<file path="config.mk">
export PLATFORM = sky130hd
export DESIGN_NAME = spi_dac_rx
export DESIGN_NICKNAME = d
export VERILOG_FILES = /design/src/rtl/dac_defs.sv /design/src/rtl/sync_edge.sv /design/src/rtl/spi_dac_rx.sv
export SDC_FILE = /design/constraint.sdc
export NUM_CORES = 1
export LEC_CHECK = 0
export BUFFER_PORTS_ARGS = -buffer_cell sky130_fd_sc_hd__buf_4
export CORE_ASPECT_RATIO = 0.8
export CORE_MARGIN = 5
export CORE_UTILIZATION = 60
export CTS_CLUSTER_DIAMETER = 80
export DETAILED_ROUTE_END_ITERATION = 8
export PLACE_DENSITY = 0.87
export SLEW_MARGIN = 25
export SYNTH_ARGS = -nofsm -noshare
export SYNTH_HDL_FRONTEND = slang
export SYNTH_SLANG_ARGS = --single-unit
</file>
<file path="constraint.sdc">
create_clock -name clk -period 5.6 [get_ports clk]
set_input_delay 0 -clock clk [delete_from_list [all_inputs] [get_ports clk]]
set_output_delay 0 -clock clk [all_outputs]
set_load 0.1 [all_outputs]
</file>
<file path="src/rtl/dac_defs.sv">
// Shared constants for the SPI DAC command frame. The DAC driver builds its
// frames from this same package, so both ends agree on field positions.
package dac_defs;

  localparam int FRAME_BITS = 32;
  localparam int DATA_W     = 12;
  localparam int NUM_CH     = 2;

  localparam logic [3:0] ADDR_ALL = 4'b1111;

  // Command codes
  localparam logic [3:0] CMD_WR_IN      = 4'b0000;
  localparam logic [3:0] CMD_UPD        = 4'b0001;
  localparam logic [3:0] CMD_WR_UPD_ALL = 4'b0010;
  localparam logic [3:0] CMD_WR_UPD     = 4'b0011;
  localparam logic [3:0] CMD_PWR_DN     = 4'b0100;

  // Field positions inside the 32-bit frame (bit 31 is sent first)
  localparam int CMD_MSB  = 23;
  localparam int CMD_LSB  = 20;
  localparam int ADDR_MSB = 19;
  localparam int ADDR_LSB = 16;
  localparam int DATA_MSB = 15;
  localparam int DATA_LSB = 4;

  // Bit counter saturates one past a full frame so overruns stay visible
  localparam int              CNT_W   = $clog2(FRAME_BITS + 2);
  localparam logic [CNT_W-1:0] CNT_SAT = CNT_W'(FRAME_BITS + 1);

  // Clocks after reset release during which synchronizer edges are ignored,
  // long enough for the sync pipeline to fill with real pin levels.
  localparam logic [2:0] SETTLE_CYC = 3'd4;

  typedef enum logic [1:0] {
    ST_IDLE   = 2'd0,
    ST_SHIFT  = 2'd1,
    ST_DECODE = 2'd2
  } state_t;

endpackage

</file>
<file path="src/rtl/sync_edge.sv">
// Two-flop synchronizer for an asynchronous input, plus registered
// single-cycle rise/fall pulses derived from the synchronized level.
module sync_edge #(
  parameter logic RST_VAL = 1'b0
) (
  input  logic clk,
  input  logic rst,
  input  logic d,
  output logic q,
  output logic rise,
  output logic fall
);

  logic s1, s2, s3;

  // Sync chain, edge-history flop and edge pulse registers
  always_ff @(posedge clk) begin
    if (!rst) begin
      s1   <= RST_VAL;
      s2   <= RST_VAL;
      s3   <= RST_VAL;
      rise <= 1'b0;
      fall <= 1'b0;
    end else begin
      s1   <= d;
      s2   <= s1;
      s3   <= s2;
      rise <= s2 & ~s3;
      fall <= ~s2 & s3;
    end
  end

  assign q = s2;

endmodule

</file>
<file path="src/rtl/spi_dac_rx.sv">
// SPI slave receiving 32-bit DAC command frames. Holds the FSM, shift
// register, bit counter and per-channel input/output/power-down registers.
// dbg_state exposes the FSM state for debug and assertion binding.
module spi_dac_rx
  import dac_defs::*;
(
  input  logic                     clk,
  input  logic                     rst,
  input  logic                     spi_sck,
  input  logic                     spi_mosi,
  input  logic                     dac_cs,
  input  logic                     dac_clr,
  output logic [NUM_CH*DATA_W-1:0] out_data,
  output logic [NUM_CH-1:0]        pwr_down,
  output logic [3:0]               rx_cmd,
  output logic [3:0]               rx_addr,
  output logic [DATA_W-1:0]        rx_data,
  output logic                     frame_vld,
  output logic                     frame_err,
  output logic [1:0]               dbg_state
);

  state_t state, state_nxt;

  logic                  sck_q, sck_rise, sck_fall;
  logic                  cs_q, cs_rise, cs_fall;
  logic                  mosi_q, mosi_rise, mosi_fall;
  logic [2:0]            settle_cnt;
  logic                  edges_ok;
  logic                  sck_ev, cs_r_ev, cs_f_ev;
  logic [FRAME_BITS-1:0] shreg;
  logic [CNT_W-1:0]      cnt;
  logic                  frame_ok;
  logic                  frame_bad;
  logic [3:0]            f_cmd, f_addr;
  logic [DATA_W-1:0]     f_data;
  logic [NUM_CH-1:0]     tgt;
  logic [DATA_W-1:0]     in_reg  [NUM_CH];
  logic [DATA_W-1:0]     out_reg [NUM_CH];
  logic                  unused_ok;

  sync_edge #(.RST_VAL(1'b0)) u_sync_sck (
    .clk (clk), .rst (rst), .d (spi_sck),
    .q (sck_q), .rise (sck_rise), .fall (sck_fall)
  );

  sync_edge #(.RST_VAL(1'b1)) u_sync_cs (
    .clk (clk), .rst (rst), .d (dac_cs),
    .q (cs_q), .rise (cs_rise), .fall (cs_fall)
  );

  sync_edge #(.RST_VAL(1'b0)) u_sync_mosi (
    .clk (clk), .rst (rst), .d (spi_mosi),
    .q (mosi_q), .rise (mosi_rise), .fall (mosi_fall)
  );

  // Only the synchronized mosi level and the sck/cs edges are needed
  assign unused_ok = &{1'b0, sck_q, sck_fall, cs_q, mosi_rise, mosi_fall, shreg[FRAME_BITS-1]};

  // Hold off edge detection after reset: if cs is already low at the pin,
  // the reset-to-idle sync flops would otherwise fake a falling edge and
  // start a frame in the middle of a transfer.
  always_ff @(posedge clk) begin
    if (!rst) begin
      settle_cnt <= 3'd0;
    end else if (!edges_ok) begin
      settle_cnt <= settle_cnt + 3'd1;
    end
  end

  assign edges_ok = (settle_cnt == SETTLE_CYC);
  assign sck_ev   = sck_rise & edges_ok;
  assign cs_r_ev  = cs_rise & edges_ok;
  assign cs_f_ev  = cs_fall & edges_ok;

  // FSM state register
  always_ff @(posedge clk) begin
    if (!rst) begin
      state <= ST_IDLE;
    end else begin
      state <= state_nxt;
    end
  end

  // FSM next-state: frame opens on cs fall, closes on cs rise, decodes once
  always_comb begin
    state_nxt = state;
    case (state)
      ST_IDLE:   if (cs_f_ev) state_nxt = ST_SHIFT;
      ST_SHIFT:  if (cs_r_ev) state_nxt = ST_DECODE;
      ST_DECODE: state_nxt = ST_IDLE;
      default:   state_nxt = ST_IDLE;
    endcase
  end

  assign dbg_state = state;

  // Shift register and saturating bit counter
  always_ff @(posedge clk) begin
    if (!rst) begin
      shreg <= '0;
      cnt   <= '0;
    end else if (state == ST_IDLE && cs_f_ev) begin
      shreg <= '0;
      cnt   <= '0;
    end else if (state == ST_SHIFT && sck_ev) begin
      shreg <= {shreg[FRAME_BITS-2:0], mosi_q};
      if (cnt != CNT_SAT) cnt <= cnt + 1'b1;
    end
  end

  assign frame_ok  = (state == ST_DECODE) && (cnt == CNT_W'(FRAME_BITS));
  assign frame_bad = (state == ST_DECODE) && (cnt != CNT_W'(FRAME_BITS));
  assign f_cmd     = shreg[CMD_MSB:CMD_LSB];
  assign f_addr    = shreg[ADDR_MSB:ADDR_LSB];
  assign f_data    = shreg[DATA_MSB:DATA_LSB];

  // Channel select: the addressed channel, or every channel on broadcast
  always_comb begin
    tgt = '0;
    for (int ch = 0; ch < NUM_CH; ch++) begin
      tgt[ch] = (f_addr == ADDR_ALL) || (f_addr == 4'(ch));
    end
  end

  // Status pulses and last-good-frame fields
  always_ff @(posedge clk) begin
    if (!rst) begin
      frame_vld <= 1'b0;
      frame_err <= 1'b0;
      rx_cmd    <= '0;
      rx_addr   <= '0;
      rx_data   <= '0;
    end else begin
      frame_vld <= frame_ok;
      frame_err <= frame_bad;
      if (frame_ok) begin
        rx_cmd  <= f_cmd;
        rx_addr <= f_addr;
        rx_data <= f_data;
      end
    end
  end

  // Channel register file; dac_clr overrides any decode in the same cycle
  always_ff @(posedge clk) begin
    if (!rst || !dac_clr) begin
      for (int ch = 0; ch < NUM_CH; ch++) begin
        in_reg[ch]  <= '0;
        out_reg[ch] <= '0;
      end
      pwr_down <= '0;
    end else if (frame_ok) begin
      for (int ch = 0; ch < NUM_CH; ch++) begin
        case (f_cmd)
          CMD_WR_IN: begin
            if (tgt[ch]) in_reg[ch] <= f_data;
          end
          CMD_UPD: begin
            if (tgt[ch]) begin
              out_reg[ch]  <= in_reg[ch];
              pwr_down[ch] <= 1'b0;
            end
          end
          CMD_WR_UPD_ALL: begin
            // Targets load the new code straight through; others promote input
            if (tgt[ch]) begin
              in_reg[ch]  <= f_data;
              out_reg[ch] <= f_data;
            end else begin
              out_reg[ch] <= in_reg[ch];
            end
            pwr_down[ch] <= 1'b0;
          end
          CMD_WR_UPD: begin
            if (tgt[ch]) begin
              in_reg[ch]   <= f_data;
              out_reg[ch]  <= f_data;
              pwr_down[ch] <= 1'b0;
            end
          end
          CMD_PWR_DN: begin
            if (tgt[ch]) pwr_down[ch] <= 1'b1;
          end
          default: ;
        endcase
      end
    end
  end

  // Flatten output registers onto the output bus
  always_comb begin
    out_data = '0;
    for (int ch = 0; ch < NUM_CH; ch++) begin
      out_data[ch*DATA_W +: DATA_W] = out_reg[ch];
    end
  end

endmodule

</file>
* Yosys cells after proc, flatten, opt, wreduce, memory -nomap -nowiden
Memory sizes are Yosys's and may differ from the RTL's.
Index checks and enable logic that the tools add are counted.
** Word-level totals
- Memories :: 2
- Output and inout bits :: 50
- Logic and storage cells :: 156
- Bits in latches :: 0
- Memory bits (read-only) :: 0
- Input port bits :: 6
- RAM bits :: 48
- Register bits :: 70
** Memories
- in_reg :: depth 2, width 12, rd ports 2, clocked after memory_dff 0, wr ports 2, RTL line spi_dac_rx.sv:38 : logic [DATA_W-1:0] in_reg [NUM_CH];
- out_reg :: depth 2, width 12, rd ports 2, clocked after memory_dff 0, wr ports 2, RTL line spi_dac_rx.sv:39 : logic [DATA_W-1:0] out_reg [NUM_CH];
** Operators by class
- Divide/modulo/power cells :: 0
- Equality and inequality tests :: 18
- Bitwise logic cells :: 24
- Reduce and logical (&&, ||, !) cells :: 19
- $lt $le $gt $ge :: 0
- $add $sub $neg :: 2
- Multipliers :: 0
- Shift-type cells :: 0
- Muxes and demuxes :: 69
** Operator list (number)
- $mux W12 :: 14
- $mux W1 :: 50
- $or A1 B1 Y1 :: 14
- $ne A6 B6 Y1 const B :: 2
- $eq A4 B1 Y1 const B :: 2
- $eq A4 B2 Y1 const B :: 2
- $logic_not A4 Y1 :: 2
- $ne A2 B2 Y1 const B :: 4
- $reduce_and A4 Y1 :: 2
- $add A6 B1 Y6 const B :: 1
- $and A1 B1 Y1 :: 6
- $eq A6 B6 Y1 const B :: 1
- $pmux W1 S3 :: 2
- $eq A4 B3 Y1 const B :: 1
- $eq A4 B4 Y1 const B :: 1
- $logic_and A1 B1 Y1 :: 4
- $mux W2 :: 2
- $ne A2 B1 Y1 const B :: 2
- $not A1 Y1 :: 4
- $pmux W2 S2 :: 1
- $reduce_and A2 Y1 :: 2
- $reduce_or A2 Y1 :: 2
- $add A3 B1 Y3 const B :: 1
- $eq A3 B3 Y1 const B :: 1
- 6 further kinds :: 9

* Depth between registers and ports, before layout
- Depth after elaboration :: 11
- Mapped depth :: 7
- Gate-level depth less buffers :: 6

* By module
Synthesis repeated with hierarchy kept, for this count alone.
** Second synthesis, totals
- Cells, all modules :: 472
- Area, all modules :: 4922.2 um^2
** By module, submodules not included
- spi_dac_rx :: times used 1, area each 4505.6 um^2, sequential area each 2622.5 um^2, cells each 442
- sync_edge at u_sync_mosi ... :: times used 2, area each 140.1 um^2, sequential area each 100.1 um^2, cells each 10
- sync_edge at u_sync_cs :: times used 1, area each 136.4 um^2, sequential area each 100.1 um^2, cells each 10

* Worst setup path before layout
Ideal clock, no wire load.
- Kind :: flip-flop to flip-flop
- From :: register state[1] (netlist: dbg_state[1])
- To :: memory out_reg[0][0] (enable)
- Arrival time :: 2747 ps
- Cell stages (with the launch flop) :: 4
- Buffers on the path :: 0
- Path slack :: 2450 ps
- Cell sequence :: dfxtp_1 > nor4b_2 > nand4_4 > o31ai_1
** RTL lines
- from (decl) :: RTL line spi_dac_rx.sv:23 : state_t state, state_nxt;
- from (signal assigned) :: RTL line spi_dac_rx.sv:81 : state <= state_nxt;
- to (decl) :: RTL line spi_dac_rx.sv:39

==> results by group <==
GRT
  • Largest net degree at the start of global routing: 39
  • Grt ovf: 0
  • First-pass GRT wire length: 17.6 mm
  • Total Routing Usage GR: 22.3%
  • Initial antenna violation count: 0
  • Vias in the first global route: 3,473

Critical path
  • Crit Path Max Fanout: 21
  • Worst path bufs/invs: 1
  • FF-to-FF path depth: 5
  • Critical path type: reg2reg
  • Worst path max stage delay: 0.73 ns
  • Slack of the worst reg-to-reg path: 2.57 ns
  • CP Launch Point: cnt[2]
  • Slowest stage cell, crit path: nand3_1
  • Worst path required time: 5.81 ns
  • Crit. End Element: flop
  • Crit-path cells: nor4b_4 -> nand3_1 -> or3_1 -> o21ai_0 -> buf_4
  • Critical path's top delay family: simple AND/OR/NAND/NOR gates
  • Critical Path Source Type: flop
  • RR Startpoint: cnt[2]
  • Data arrival, critical path: 3.24 ns
  • R2r endpoint: out_reg[1][11]

Final layout
  • Util after Layout: 75.6%
  • Layout cell share with drive strength beyond 1: 18.5%
  • Final #Nets: 543
  • Number of diodes: 0
  • Area Growth Syn to Fin: 23.2%

Route
  • DRC Markers: 0
  • Highest metal used: met4
  • Vias per inst: 5.66
  • Initial DRT Pass Iterations: 6
  • M1 WL: 4.52 mm
  • WL final: 10.6 mm
  • Antenna-violating nets left: 0
  • Routed via count: 3,699
  • Routed WL per cell: 16.2 um
  • Metal3 WL: 870 um
  • Drt first-iter violations: 335
  • Wire length on met2: 5.09 mm

Timing
  • Final Critical Period: 3.03 ns
  • Worst slew pin tran: 0.867 ns
  • Max Slew Vio Count: 0
  • Final setup fails: 0
  • RSZ-0062 raised after global routing: no
  • Peak Freq: 330 MHz
  • Period utilization: 54.1%
  • Setup Skew: 0.00731 ns
  • Max_slew headroom: 42.0%
  • Setup TNS: 0 ns
  • Fin. Hold Viols: 0

Placed design
  • Routability congestion estimate from global placement: 0.860
  • Post-DP HPWL: 6.75 mm
  • Number of I/O port buffers: 55

Die
  • Core Region: 7910 um2
  • Std-Cell Rows: 29
  • Initial Util: 61.3%
  • I/O pins: 56
  • DIE AREA: 10000 um2
  • Die H: 90.4 um
  • Die W: 111 um

Yosys
  • Dominant cells by area after synthesis: edfxtp_1 (30%), dfxtp_1 (29%), nand2_1 (7.3%)
  • Simple-gate area share of the yosys netlist: 20.8%
  • Syn Std Cell Area: 4850 um2
  • Sequential share of the synthesized area: 58.6%
  • Synth warn: 0
  • Ys async rst share: 0%
  • Post-synth top cells: nand2_1 (95), dfxtp_1 (70), edfxtp_1 (48), a21oi_1 (40), and2_1 (32)
  • Top_reg_cell synth: dfxtp_1
  • Post-synth EDFFs: 48
  • Largest family of logic cells by synthesized area: simple AND/OR/NAND/NOR gates
  • Synth Area in Adders: 1.29%
  • Top-count cell post-synth: nand2_1
  • Synth area leader: edfxtp_1
  • Post-synth top area share: 29.7%
  • Unique masters post-synth: 49
  • Post-synthesis xor/xnor area fraction: 0.903%
  • Syn_area_per_cell: 10.2 um2
  • Syn Nets: 488
  • Post-synthesis compound-gate area fraction: 11.6%
  • Mapped Cells: 477
  • Seq cells post-synth: 118
  • Mux cell area share after synthesis: 2.89%

Hold path
  • Hold path endpoint: pwr_down[1]
  • Hold path cells: 3
  • Hold wc startpoint: dac_clr
  • Worst hold path type: in2reg

Clocking
  • # clock sinks: 118
  • TritonCTS clock tree: yes
  • Post-CTS resize count: 0
  • Clock slew at reported path FFs: 0.06 ns
  • Insertion delay to the later sink of the worst-skew pair: 0.51 ns
  • CTS buffer count: 17
  • Clk Tree Root Cell: clkbuf_8
  • H-Tree Depth: 4
  • Clk buf depth: 2

Run
  • Max-cap check violation count: 0

Outcome
  • Status: finished, final reports clean

Power
  • IR drop worst, VDD: 0.276 mV
  • Tot Pwr: 0.00212 W
  • Pwr Density: 354 nW/um2
  • Leak: 2.27 nW
cell type report:
class / instances / area, um2
inverter: 11 / 41.3
tap: 108 / 135
timing repair buffer: 68 / 528
clock inverter: 15 / 179
fill: 534 / 1930
clock buffer: 17 / 414
sequential: 118 / 2840
multi-input combinational: 316 / 1840
cell usage in the layout (no fill, tap or decap), types with 3 or more instances in the layout:
| cell | Yosys | routed |
|---|---|---|
| clkinv_4 | 0 | 4 |
| and2_1 | 32 | 32 |
| nand4_1 | 13 | 13 |
| ha_1 | 5 | 5 |
| inv_1 | 11 | 11 |
| a21boi_0 | 21 | 21 |
| dlygate4sd3_1 | 0 | 7 |
| xnor2_1 | 5 | 5 |
| o21ai_0 | 18 | 17 |
| mux2i_1 | 14 | 14 |
| edfxtp_1 | 48 | 48 |
| nor2_1 | 23 | 23 |
| dfxtp_1 | 70 | 70 |
| clkbuf_16 | 0 | 16 |
| bufinv_16 | 0 | 3 |
| nand2b_1 | 4 | 4 |
| clkinvlp_4 | 0 | 3 |
| buf_4 | 3 | 61 |
| nand3_1 | 3 | 3 |
| nor2b_1 | 4 | 4 |
| nand2_1 | 95 | 95 |
| nor3_1 | 5 | 5 |
| a21oi_1 | 40 | 40 |
stage by stage:
stage	cells	setup slack (ns)	cell area, um2	hold slack [ns]
floorplan	477	2.45	4850	0.101
global placement	614	2.85	5310	0.184
detailed placement	614	2.76	5320	0.186
CTS	653	2.60	5980	0.0563
global route	653	2.36	5980	0.0709
finish	653	2.57	5980	0.0840
cell families (layout without fill, tap and decap cells):
kind of cell / Yosys count / in the layout
multiplexers: 14 / 14
AND/OR/NAND/NOR: 199 / 199
XOR/XNOR: 5 / 5
flip-flops: 118 / 118
AO/OA/AOI/OAI: 93 / 93
adder cells (fa/ha/maj): 5 / 5
buffers and inverters: 43 / 111
what timing repair did:
action	CTS	global route
hold buffers	7	0
endpoints found under the hold margin	37	0
buffers inserted	0	0
worst max-delay path by stage:
stage	depth (start not counted)	endpoint
after detailed placement	5	out_reg[1][8]
after CTS	5	out_reg[1][11]
final	5	out_reg[1][11]
after global routing	5	out_reg[1][11]
after floorplan	3	out_reg[0][0]
after global placement	5	out_reg[1][7]
routing by layer:
metal / track usage (%) / vias to the layer above
met1: 29.2 / 1754
met4: 6.97 / 0
met2: 34.9 / 167
li1: - / 1764
met5: 0 / -
met3: 7.84 / 14
worst min-delay path: stages:
cell and delay [ns]:
buf_4 0.11, and2_1 0.25, o221a_1 0.17
where the power goes:
| part | total, W | internal [W] | switching [W] |
|---|---|---|---|
| logic | 0.000128 | 0.0000302 | 0.0000977 |
| registers | 0.000925 | 0.000916 | 0.00000897 |
| clock network | 0.00107 | 0.000678 | 0.000387 |
| total | 0.00212 | 0.00162 | 0.000494 |
(Power assumes the default switching activity.)
